## src/rtl/high_score_tracker.sv

```systemverilog
`default_nettype none
// ============================================================================
// high_score_tracker : latches each final game score, keeps the best score
//                      and blinks the score displays after a new record.
// Rev 1.0
// ============================================================================
module high_score_tracker #(
  parameter int MAX_SCORE      = 9999,
  parameter int CLKS_PER_MS    = 50000,
  parameter int BLINK_MS       = 250,
  parameter int RESULT_HOLD_MS = 5000,
  localparam int SCORE_W       = $clog2(MAX_SCORE + 1)
) (
  input  logic               clk,
  input  logic               rst,
  input  logic               game_in_progress,
  input  logic [SCORE_W-1:0] score,
  input  logic               clear_high_score,
  output logic [SCORE_W-1:0] high_score,
  output logic [SCORE_W-1:0] last_score,
  output logic               new_record,
  output logic               display_blank,
  output logic               result_valid
);

  localparam int HOLD_CYC  = RESULT_HOLD_MS * CLKS_PER_MS;
  localparam int BLINK_CYC = BLINK_MS * CLKS_PER_MS;
  localparam int HOLD_W    = (HOLD_CYC > 1) ? $clog2(HOLD_CYC) : 1;
  localparam int BLINK_W   = (BLINK_CYC > 1) ? $clog2(BLINK_CYC) : 1;

  localparam logic [HOLD_W-1:0]  c_hold_last  = HOLD_W'(HOLD_CYC - 1);
  localparam logic [BLINK_W-1:0] c_blink_last = BLINK_W'(BLINK_CYC - 1);
  localparam logic [SCORE_W-1:0] c_max_score  = SCORE_W'(MAX_SCORE);

  typedef enum logic [1:0] {
    S_IDLE    = 2'd0,
    S_PLAYING = 2'd1,
    S_RESULT  = 2'd2
  } state_t;

  state_t               r_state, w_state_n;
  logic [SCORE_W-1:0]   r_high, w_high_n;
  logic [SCORE_W-1:0]   r_last, w_last_n;
  logic                 r_rec, w_rec_n;
  logic                 r_blank, w_blank_n;
  logic                 r_valid, w_valid_n;
  logic [HOLD_W-1:0]    r_hold, w_hold_n;
  logic [BLINK_W-1:0]   r_blink, w_blink_n;
  logic [SCORE_W-1:0]   w_capped;

  assign w_capped = (score > c_max_score) ? c_max_score : score;

  always_ff @(posedge clk) begin
    if (!rst) begin
      r_state <= S_IDLE;
      r_high  <= '0;
      r_last  <= '0;
      r_rec   <= 1'b0;
      r_blank <= 1'b0;
      r_valid <= 1'b0;
      r_hold  <= '0;
      r_blink <= '0;
    end else begin
      r_state <= w_state_n;
      r_high  <= w_high_n;
      r_last  <= w_last_n;
      r_rec   <= w_rec_n;
      r_blank <= w_blank_n;
      r_valid <= w_valid_n;
      r_hold  <= w_hold_n;
      r_blink <= w_blink_n;
    end
  end

  always_comb begin
    w_state_n = r_state;
    w_high_n  = r_high;
    w_last_n  = r_last;
    w_rec_n   = r_rec;
    w_blank_n = r_blank;
    w_valid_n = 1'b0;
    w_hold_n  = r_hold;
    w_blink_n = r_blink;

    case (r_state)
      S_IDLE: begin
        w_rec_n   = 1'b0;
        w_blank_n = 1'b0;
        w_hold_n  = '0;
        w_blink_n = '0;
        if (clear_high_score) w_high_n = '0;
        if (game_in_progress) w_state_n = S_PLAYING;
      end

      S_PLAYING: begin
        w_hold_n  = '0;
        w_blink_n = '0;
        w_rec_n   = 1'b0;
        w_blank_n = 1'b0;
        if (!game_in_progress) begin
          w_state_n = S_RESULT;
          w_last_n  = w_capped;
          w_valid_n = 1'b1;
          // Strictly greater: a tie is not a record.
          if (w_capped > r_high) begin
            w_high_n = w_capped;
            w_rec_n  = 1'b1;
          end
        end
      end

      S_RESULT: begin
        if (game_in_progress) begin
          w_state_n = S_PLAYING;
          w_rec_n   = 1'b0;
          w_blank_n = 1'b0;
          w_hold_n  = '0;
          w_blink_n = '0;
        end else if (r_hold == c_hold_last) begin
          w_state_n = S_IDLE;
          w_rec_n   = 1'b0;
          w_blank_n = 1'b0;
          w_hold_n  = '0;
          w_blink_n = '0;
        end else begin
          w_hold_n = r_hold + 1'b1;
          if (r_blink == c_blink_last) begin
            w_blink_n = '0;
            if (r_rec) w_blank_n = ~r_blank;
          end else begin
            w_blink_n = r_blink + 1'b1;
          end
        end
        // Clearing the record also stops the blink for the rest of RESULT.
        if (clear_high_score) begin
          w_high_n  = '0;
          w_rec_n   = 1'b0;
          w_blank_n = 1'b0;
        end
      end

      default: w_state_n = S_IDLE;
    endcase
  end

  assign high_score    = r_high;
  assign last_score    = r_last;
  assign new_record    = r_rec;
  assign display_blank = r_blank;
  assign result_valid  = r_valid;

endmodule
`default_nettype wire

```

## config.mk

```make
export PLATFORM = sky130hd
export DESIGN_NAME = high_score_tracker
export DESIGN_NICKNAME = d
export VERILOG_FILES = /design/src/rtl/high_score_tracker.sv
export SDC_FILE = /design/constraint.sdc
export NUM_CORES = 1
export LEC_CHECK = 0
export ABC_AREA = 0
export CAP_MARGIN = 20
export CORE_ASPECT_RATIO = 1.1
export CORE_UTILIZATION = 55
export CTS_BUF_LIST = sky130_fd_sc_hd__clkbuf_8
export CTS_CLUSTER_SIZE = 20
export DETAILED_ROUTE_END_ITERATION = 8
export DONT_BUFFER_PORTS = 1
export PLACE_DENSITY = 0.67
export SETUP_SLACK_MARGIN = 0.5
export SLEW_MARGIN = 40
export SYNTH_ARGS = -nofsm -noshare
export SYNTH_HDL_FRONTEND = slang
export SYNTH_SLANG_ARGS = --single-unit
```

## constraint.sdc

```tcl
create_clock -name clk -period 9 [get_ports clk]
set_input_delay 1.35 -clock clk [delete_from_list [all_inputs] [get_ports clk]]
set_output_delay 1.35 -clock clk [all_outputs]
set_load 0.05 [all_outputs]
```

==> results of run 1 <==
==> area by class of cell <==
| type | instances | area (µm²) |
|---|---|---|
| clock buffers | 11 | 151.4 |
| inverters | 17 | 63.81 |
| fillers | 684 | 2983 |
| flip-flops and latches | 85 | 1702 |
| multi-input cells | 408 | 2467 |
| clock inverters | 5 | 42.54 |
| well taps | 105 | 131.4 |
| repair buffers | 2 | 15.01 |
==> layer usage <==
layer  GRT usage (%)  up-vias  routed length, µm  part of all wire (%)
li1                -     1850                  -                     -
met1           32.52     1734               4475                    46
met2           42.33       57               4681                    48
met3           4.675       14                351                   3.6
met4           9.861        0                148                   1.5
met5               0        -                  0                     0
==> stage by stage <==
step                      instance area, µm²  setup WS (ns)  std cells  power (W)
after floorplan                         4330          5.248        532  0.0004397
after global placement                  4373          5.000        617  0.0004473
after detailed placement                4378          4.884        617  0.0004484
after CTS                               4572          5.264        633  0.0007074
after global routing                    4573          5.017        633  0.0007289
final                                   4573          5.263        633  0.0007017
==> state kept, by name, summed over array words and instances (netlist names) <==
signal	cells
result_valid	1
last_score	14
r_state	2
r_blink	24
new_record	1
r_hold	28
high_score	14
display_blank	1
==> how the worst max path moves through the flow <==
stage,to,slack (ns),startpoint,cells after the start
CTS,high_score[2],5.26,score[9],11
detailed placement,high_score[2],4.88,score[9],11
global placement,high_score[3],5.00,score[9],11
floorplan,high_score[7],5.25,score[9],11
finish,high_score[2],5.26,score[9],11
global route,high_score[2],5.02,score[9],11
==> cells by family after synthesis <==
| logic type | synth area share [%] |
|---|---|
| and+or+nand+nor | 30.48 |
| muxes | 3.034 |
| AOI/OAI and AO/OA | 12.71 |
| DFF | 39.29 |
| adders and majority gates | 4.334 |
| xor gates and xnor gates | 6.270 |
| buffers and inverters | 3.871 |
==> cell usage after synthesis (2+ instances only) <==
library cell	count	area share, %
o221a_2	2	0.52
nand3_1	27	3.1
and4_1	10	2.0
xor2_1	19	3.8
o21ai_0	28	3.2
a211oi_1	3	0.52
nor4_1	8	1.2
buf_2	5	0.58
ha_1	15	4.3
clkbuf_1	15	1.3
nor3_1	12	1.4
or3_1	4	0.58
nand4b_1	2	0.40
a31oi_1	2	0.29
xnor2_1	12	2.4
buf_6	2	0.52
a311oi_1	2	0.40
or4_1	3	0.52
or2_2	3	0.43
nor2_1	66	5.7
and2_1	11	1.6
and3_1	10	1.4
a21oi_1	30	3.5
mux2i_1	12	2.8
dfxtp_1	85	39
nand2_1	62	5.4
o211ai_1	2	0.35
nand2b_1	13	1.9
nand4_1	16	2.3
o21a_1	3	0.52
nor3b_1	5	0.87
a21o_1	7	1.2
inv_1	16	1.4
o2bb2ai_1	2	0.40
nor2b_1	5	0.72
==> power by group through the flow <==
stage	logic (W)	clock network [W]	registers, W
6_report	0.0000411	0.000262	0.000398
5_1_grt	0.0000469	0.000283	0.000399
4_1_cts	0.0000413	0.000268	0.000398
3_5_place_dp	0.0000411	0	0.000407
3_3_place_gp	0.0000400	0	0.000407
2_1_floorplan	0.0000342	0	0.000406
==> worst max-delay path, delay by kind of cell <==
family                   cells  cell delay (ns)
buffers and inverters        1             0.25
adder cells (fa/ha/maj)      1             0.19
AO/OA/AOI/OAI                4             0.90
AND/OR/NAND/NOR              4             1.14
multiplexers                 1             0.21
==> flow_summary.json, run 1 <==
{
  "status": "finished clean",
  "numCtsBuffers": 9,
  "syn_nets": 565,
  "drc": 0,
  "clk_pin_slew_worst_paths_ns": 0.09,
  "viasPerCell": 5.774,
  "design.core.area_um2": 7556,
  "syn_inst": 532,
  "portBuffers": 0,
  "die_h_um": 95.07,
  "htree_levels": 3,
  "p_int_w": 0.0005139,
  "p_per_area_nw_per_um2": 153.4,
  "vdd.ir_drop.worst_mv": 0.08375,
  "dp_hpwl_um": 6814,
  "dieArea_um2": 8233,
  "power_leakage_nw": 1.578,
  "holdBufCountCts": 0,
  "crit_chain": "nand3_1 -> o21ai_0 -> nand2_1 -> and2_1 -> ha_1 -> or4_1 -> o21ai_0 -> o211ai_1 -> a21boi_1 -> buf_4 -> mux2i_1",
  "clk-insertion-delay-late_ns": 0.35,
  "drv_cap": 0,
  "cp.arrival_ns": 4.03,
  "antenna_found_initial": 0,
  "cts_resized": 0,
  "start_util_pct": 57.31,
  "power.share.sequential_pct": 56.8,
  "synth-async-reset-ratio_pct": 0,
  "critPathMaxFanout": 10,
  "fin_crit_sh_pct": 41.53,
  "cts.sinks": 85,
  "grt.overflow.total": 0,
  "slowest_delay_ns": 0.52,
  "synth_area_per_cell_um2": 8.140,
  "fp-row-count": 33,
  "grt_max_degree": 29,
  "grt_pass1_wl_um": 16380,
  "crit_path_end_kind": "flip-flop",
  "yosys_most_used_dff": "dfxtp_1",
  "wl_per_cell_um": 15.26,
  "setup_viol": 0,
  "synthDistinctLibCells": 48,
  "slowest_stage": "or4_1",
  "drtIter0Drc": 170,
  "routabilityCongestion": 0.8505,
  "yosysWarningCount": 0,
  "grt.total_usage_pct": 25.35,
  "ios": 49,
  "r2r_slack_ns": 6.16,
  "skew_ns": 0.01023,
  "whs_path_depth": 2,
  "cts_tree": "done",
  "hold_violations": 0,
  "num_vias": 3655,
  "combinationalPowerShare_pct": 5.9,
  "switchingPower_w": 0.0001878,
  "finalMaxSlewViolations": 0,
  "clock_path_buffers": 2,
  "layout.nets": 556,
  "cts_setup_buffers": 0,
  "crit_top_cell": "o21ai_0",
  "slew_headroom_pct": 50.32,
  "syn_area_um2": 4330,
  "drive_gt1_share_pct": 5.682,
  "r2r_cells": 9,
  "max_freq_ghz": 0.2676,
  "worstSetupStartpointType": "input pin",
  "routed_wirelength_um": 9657,
  "rr_endpoint": "high_score[2]",
  "drtAntennaViolNets": 0,
  "cts-root-buf": "clkbuf_8",
  "worstHoldPathType": "flip-flop to flip-flop",
  "path_class": "input pin to flip-flop",
  "worst_pin_slew_ns": 0.7434,
  "ys_seq_elements": 85,
  "required_ns": 9.29,
  "num_antenna_cells": 0,
  "die_w_um": 86.61,
  "ys_seq_area_share_pct": 39.30,
  "hold_ws_ns": 0.5014,
  "r2r-start": "high_score[11]",
  "p_sw_share_pct": 26.77,
  "layout-area-overhead-vs-synth_pct": 5.605,
  "hp-start": "r_blink[1]",
  "final_cell_mix": "85 x dfxtp_1, 66 x nor2_1, 62 x nand2_1",
  "min_period_ns": 3.737,
  "rsz0062_at_grt": "no",
  "first_pass_iters": 4,
  "tns_ns": 0,
  "final_common_cell": "dfxtp_1",
  "grt_pass1_vias": 3473,
  "hold_path_end": "r_blink[1]",
  "p_clk_share_pct": 37.4,
  "final_core_util_pct": 60.52,
  "synth_edf_count": 0
}
No activity file was read; power rests on OpenSTA's default activity.
==> run 2, diff against run 1 <==
Settings changed: PLACE_DENSITY 0.67 to 0.7.
Clock period 9 ns to 3.3 ns, I/O delays scaled along.
==> flow_summary.json, run 2 (synthesized netlist as in run 1, its figures left out) <==
{
  "status": "finished clean",
  "ios": 49,
  "drive_gt1_share_pct": 8.103,
  "start_util_pct": 57.31,
  "dp_cells": 632,
  "dieArea_um2": 8233,
  "holdBufCountCts": 0,
  "num_antenna_cells": 0,
  "stdcell_count": 648,
  "numCtsBuffers": 9,
  "num_vias": 3736,
  "setup_viol": 0,
  "drc": 0,
  "cts_tree": "done",
  "slew_headroom_pct": 50.70,
  "crit_chain": "nand3_1 -> o21ai_1 -> nand2_2 -> and2_1 -> ha_1 -> or4_1 -> o211ai_1 -> o211ai_1 -> a21boi_2 -> buf_4 -> mux2i_1",
  "antenna_found_initial": 0,
  "largest_reg_flops": 28,
  "hold_violations": 0,
  "worstHoldPathType": "input pin to flip-flop",
  "reg_top3": "r_hold: 28 flops, r_blink: 24 flops",
  "first_pass_iters": 4,
  "hold_path_end": "high_score[10]",
  "critPathTopFamily": "simple AND/OR/NAND/NOR gates",
  "die_w_um": 86.61,
  "portBuffers": 0,
  "rr_endpoint": "r_blink[19]",
  "crit_path_end_kind": "flip-flop",
  "path_class": "input pin to flip-flop",
  "die_h_um": 95.07,
  "top_register": "r_hold",
  "grt.overflow.total": 0,
  "grt.total_usage_pct": 24.87,
  "tns_ns": 0,
  "p_per_area_nw_per_um2": 439.6,
  "slowest_stage": "or4_1",
  "dpl_worst_slack_ns": 0.3451,
  "clk-insertion-delay-late_ns": 0.34,
  "viasPerCell": 5.765,
  "final_cell_mix": "85 x dfxtp_1, 66 x nor2_1, 61 x nand2_1",
  "drtIter0Drc": 259,
  "routabilityCongestion": 0.8042,
  "worst_pin_slew_ns": 0.7377,
  "drtAntennaViolNets": 0,
  "cp.arrival_ns": 2.84,
  "design.core.area_um2": 7556,
  "critPathMaxFanout": 10,
  "grt_max_degree": 29,
  "hp-start": "rst",
  "fin_ws_ns": 0.7340,
  "clk_pin_slew_worst_paths_ns": 0.09,
  "r2r_slack_ns": 0.80,
  "dp_hpwl_um": 6951,
  "layout.nets": 571,
  "finalMaxSlewViolations": 0,
  "rsz0062_at_grt": "no",
  "layout-area-overhead-vs-synth_pct": 9.246,
  "vdd.ir_drop.worst_mv": 0.2412,
  "max_freq_ghz": 0.3897,
  "grt_pass1_vias": 3435,
  "skew_ns": 0.01487,
  "crit_top_cell": "o211ai_1",
  "cts.sinks": 85,
  "fin_crit_sh_pct": 77.76,
  "grt_pass1_wl_um": 16140,
  "required_ns": 3.58,
  "min_period_ns": 2.566,
  "r2r_cells": 7,
  "final_common_cell": "dfxtp_1",
  "htree_levels": 3,
  "whs_path_depth": 1,
  "fp-row-count": 33,
  "worstSetupStartpointType": "input pin",
  "startpoint": "score[9]",
  "drv_cap": 0,
  "wl_per_cell_um": 15.06,
  "crit_buf_inv": 1,
  "power_leakage_nw": 1.680,
  "r2r-start": "r_hold[8]",
  "clock_path_buffers": 2,
  "cts-root-buf": "clkbuf_8",
  "fillers": 671,
  "routed_wirelength_um": 9761,
  "slowest_delay_ns": 0.53
}
run 2: cell types whose count changed in the layout (fill, tap and decap cells not counted), sizes merged:
cell,change
buf,+15
bufinv,+3
clkbuf,-2
clkinv,-1
run 2: per-layer routing:
metal	wire length [µm]	track usage (%)	vias up
li1	-	-	1874
met1	4369	30.80	1782
met5	0	0	-
met3	439	5.108	8
met4	79	7.222	0
met2	4873	43.65	72
run 2: cell type report:
type	instances	area [µm²]	area share, %
clock buffer	9	123.9	2.618
clock inverter	7	115.1	2.433
inverter	17	63.81	1.349
multi-input combinational	408	2467	52.16
sequential	85	1702	35.97
tap	105	131.4	2.777
timing repair buffer	17	127.6	2.698
run 2: power breakdown:
| group | switching [W] | internal [W] | total (W) |
|---|---|---|---|
| sequential | 0.0000425 | 0.00104 | 0.00108 |
| combinational | 0.0000777 | 0.0000494 | 0.000127 |
| clock | 0.000373 | 0.000500 | 0.000873 |
run 2: worst max-delay path by stage:
stage	endpoint	cells after the start
2_1_floorplan	high_score[7]	11
3_3_place_gp	high_score[5]	11
3_5_place_dp	high_score[4]	11
4_1_cts	high_score[2]	11
5_1_grt	high_score[0]	11
6_report	high_score[4]	11
run 2: metrics by stage:
stage	utilization (%)	area (µm²)	power, W	hold WS, ns
after floorplan	-	4335	0.001200	0.4516
after global placement	59.40	4488	0.001227	0.4682
after detailed placement	59.40	4488	0.001231	0.4780
after CTS	62.56	4727	0.002097	0.2644
after global routing	62.61	4731	0.002165	0.2639
final	62.61	4731	0.002080	0.2740
run 2: timing repair:
action | in CTS | in global routing
setup endpoints to repair | 0 | 3
setup buffers | 0 | 0
endpoints found under the hold margin | 0 | 0
resized for setup | 0 | 1
==> run 3, diff against run 2 <==
Settings changed: PLACE_DENSITY 0.7 to 0.67.
Clock period 3.3 ns to 2.5 ns, I/O delays scaled along.
==> flow_summary.json, run 3 (synthesized netlist as in run 1, its figures left out) <==
{
  "start_util_pct": 57.31,
  "dieArea_um2": 8233,
  "setup_viol": 0,
  "p_clk_share_pct": 37.5,
  "grt_max_degree": 28,
  "grt.total_usage_pct": 27.65,
  "grt_pass1_vias": 3764,
  "wl_per_cell_um": 17.05,
  "p_per_area_nw_per_um2": 467.4,
  "drtIter0Drc": 181,
  "worstSetupStartpointType": "input pin",
  "critPathMaxFanout": 7,
  "clk_pin_slew_worst_paths_ns": 0.08,
  "placed_area_um2": 4712,
  "dp_hpwl_um": 7251,
  "grt.overflow.total": 0,
  "postLayoutCellArea_um2": 5722,
  "path_class": "input pin to flip-flop",
  "numCtsBuffers": 9,
  "reg_top3": "r_hold: 28 flops, r_blink: 24 flops",
  "fp-row-count": 33,
  "combinationalPowerShare_pct": 9.7,
  "fin_crit_sh_pct": 93.24,
  "drv_cap": 0,
  "status": "finished clean",
  "skew_ns": 0.008928,
  "layout-area-overhead-vs-synth_pct": 32.13,
  "finalPower_w": 0.002674,
  "required_ns": 2.79,
  "finalMaxSlewViolations": 0,
  "hold_violations": 0,
  "hold_ws_ns": 0.1251,
  "p_int_w": 0.001970,
  "routed-wl-met2_um": 6145,
  "crit_path_end_kind": "flip-flop",
  "cts_tree": "done",
  "num_antenna_cells": 0,
  "dr_wl_met3_um": 679,
  "drive_gt1_share_pct": 29.90,
  "holdBufCountCts": 0,
  "wl_met1_um": 4676,
  "portBuffers": 0,
  "tns_ns": 0,
  "clk-insertion-delay-late_ns": 0.37,
  "min_period_ns": 2.331,
  "die_w_um": 86.61,
  "antenna_found_initial": 0,
  "cts-root-buf": "clkbuf_8",
  "max_freq_ghz": 0.4290,
  "final_common_cell": "dfxtp_1",
  "worst_pin_slew_ns": 1.016,
  "ios": 49,
  "final_cell_mix": "74 x dfxtp_1, 58 x nand2_1, 44 x nor2_1",
  "drtAntennaViolNets": 0,
  "design.core.area_um2": 7556,
  "htree_levels": 3,
  "highest_layer": "met4",
  "largest_reg_flops": 28,
  "routed_wirelength_um": 11720,
  "slew_headroom_pct": 32.09,
  "viasPerCell": 5.939,
  "cts.sinks": 85,
  "grt_pass1_wl_um": 17570,
  "routabilityCongestion": 0.8458,
  "top_register": "r_hold",
  "power.share.sequential_pct": 52.8,
  "power_leakage_nw": 2.040,
  "switchingPower_w": 0.0007038,
  "die_h_um": 95.07,
  "worstHoldPathType": "input pin to flip-flop",
  "drc": 0,
  "vdd.ir_drop.worst_mv": 0.3572,
  "first_pass_iters": 5,
  "cp.arrival_ns": 2.62,
  "clock_path_buffers": 2,
  "p_sw_share_pct": 26.32,
  "num_vias": 4080,
  "rsz0062_at_grt": "yes",
  "layout.nets": 610
}
[run 3: cell types whose count changed in the layout (fill, tap and decap cells not counted), moves of 8 or more]
cell,before,now
a21oi_1,30,20
a21oi_2,0,8
buf_4,17,41
dfxtp_1,85,74
nor2_1,66,44
nor2_4,0,16
o21ai_0,27,7
o21ai_2,0,10
[run 3: timing repair]
action                                  in CTS  in global routing
endpoints found under the setup margin      50                 66
resized for setup                           49                105
gates cloned                                 4                  3
pin swaps                                   29                 44
setup buffers                               10                  1
[run 3: critical path: stages]
cell and delay, ns:
nand3_4 0.08, o21ai_4 0.18, nand2_4 0.11, and2_4 0.17
ha_4 0.15, or4_4 0.53, o211ai_1 0.19, o211ai_1 0.18
a21boi_2 0.28, buf_6 0.18, mux2i_1 0.20
[run 3: final timing paths]
path / startpoint / endpoint / slack, ns / cells past startpoint
worst min-delay path: rst / high_score[10] / 0.13 / 1
worst max-delay path: score[10] / high_score[4] / 0.17 / 11
worst max register to register: high_score[11] / high_score[4] / 0.21 / 9
worst min register to register: r_blink[21] / r_blink[21] / 0.48 / 2
[run 3: cell type report]
cell class / instances / area, µm²
Sequential cell: 85 / 1725
Clock inverter: 6 / 63.81
Multi-Input combinational cell: 408 / 3020
Timing Repair Buffer: 56 / 579.3
Inverter: 17 / 63.81
Tap cell: 105 / 131.4
Clock buffer: 10 / 137.6
Fill cell: 556 / 1834
[run 3: power groups by stage]
stage	clock network (W)	logic, W	registers, W
6_report	0.00100	0.000259	0.00141
5_1_grt	0.00108	0.000280	0.00141
4_1_cts	0.00102	0.000227	0.00141
3_5_place_dp	0	0.000205	0.00145
3_3_place_gp	0	0.000201	0.00145
2_1_floorplan	0	0.000130	0.00146
[run 3: per-stage QoR]
stage | setup slack (ns) | instances | util (%)
final | 0.1690 | 687 | 75.72
after global routing | 0.1039 | 687 | 75.72
after detailed placement | -0.2155 | 653 | 62.36
after floorplan | -0.05014 | 532 | -
after global placement | -0.1216 | 653 | 62.30
after CTS | 0.2181 | 683 | 69.13
[run 3: metal layers]
layer	GRT usage, %	up-vias
met3	6.494	21
li1	-	1970
met2	50.20	122
met1	31.68	1967
met4	9.722	0
met5	0	-
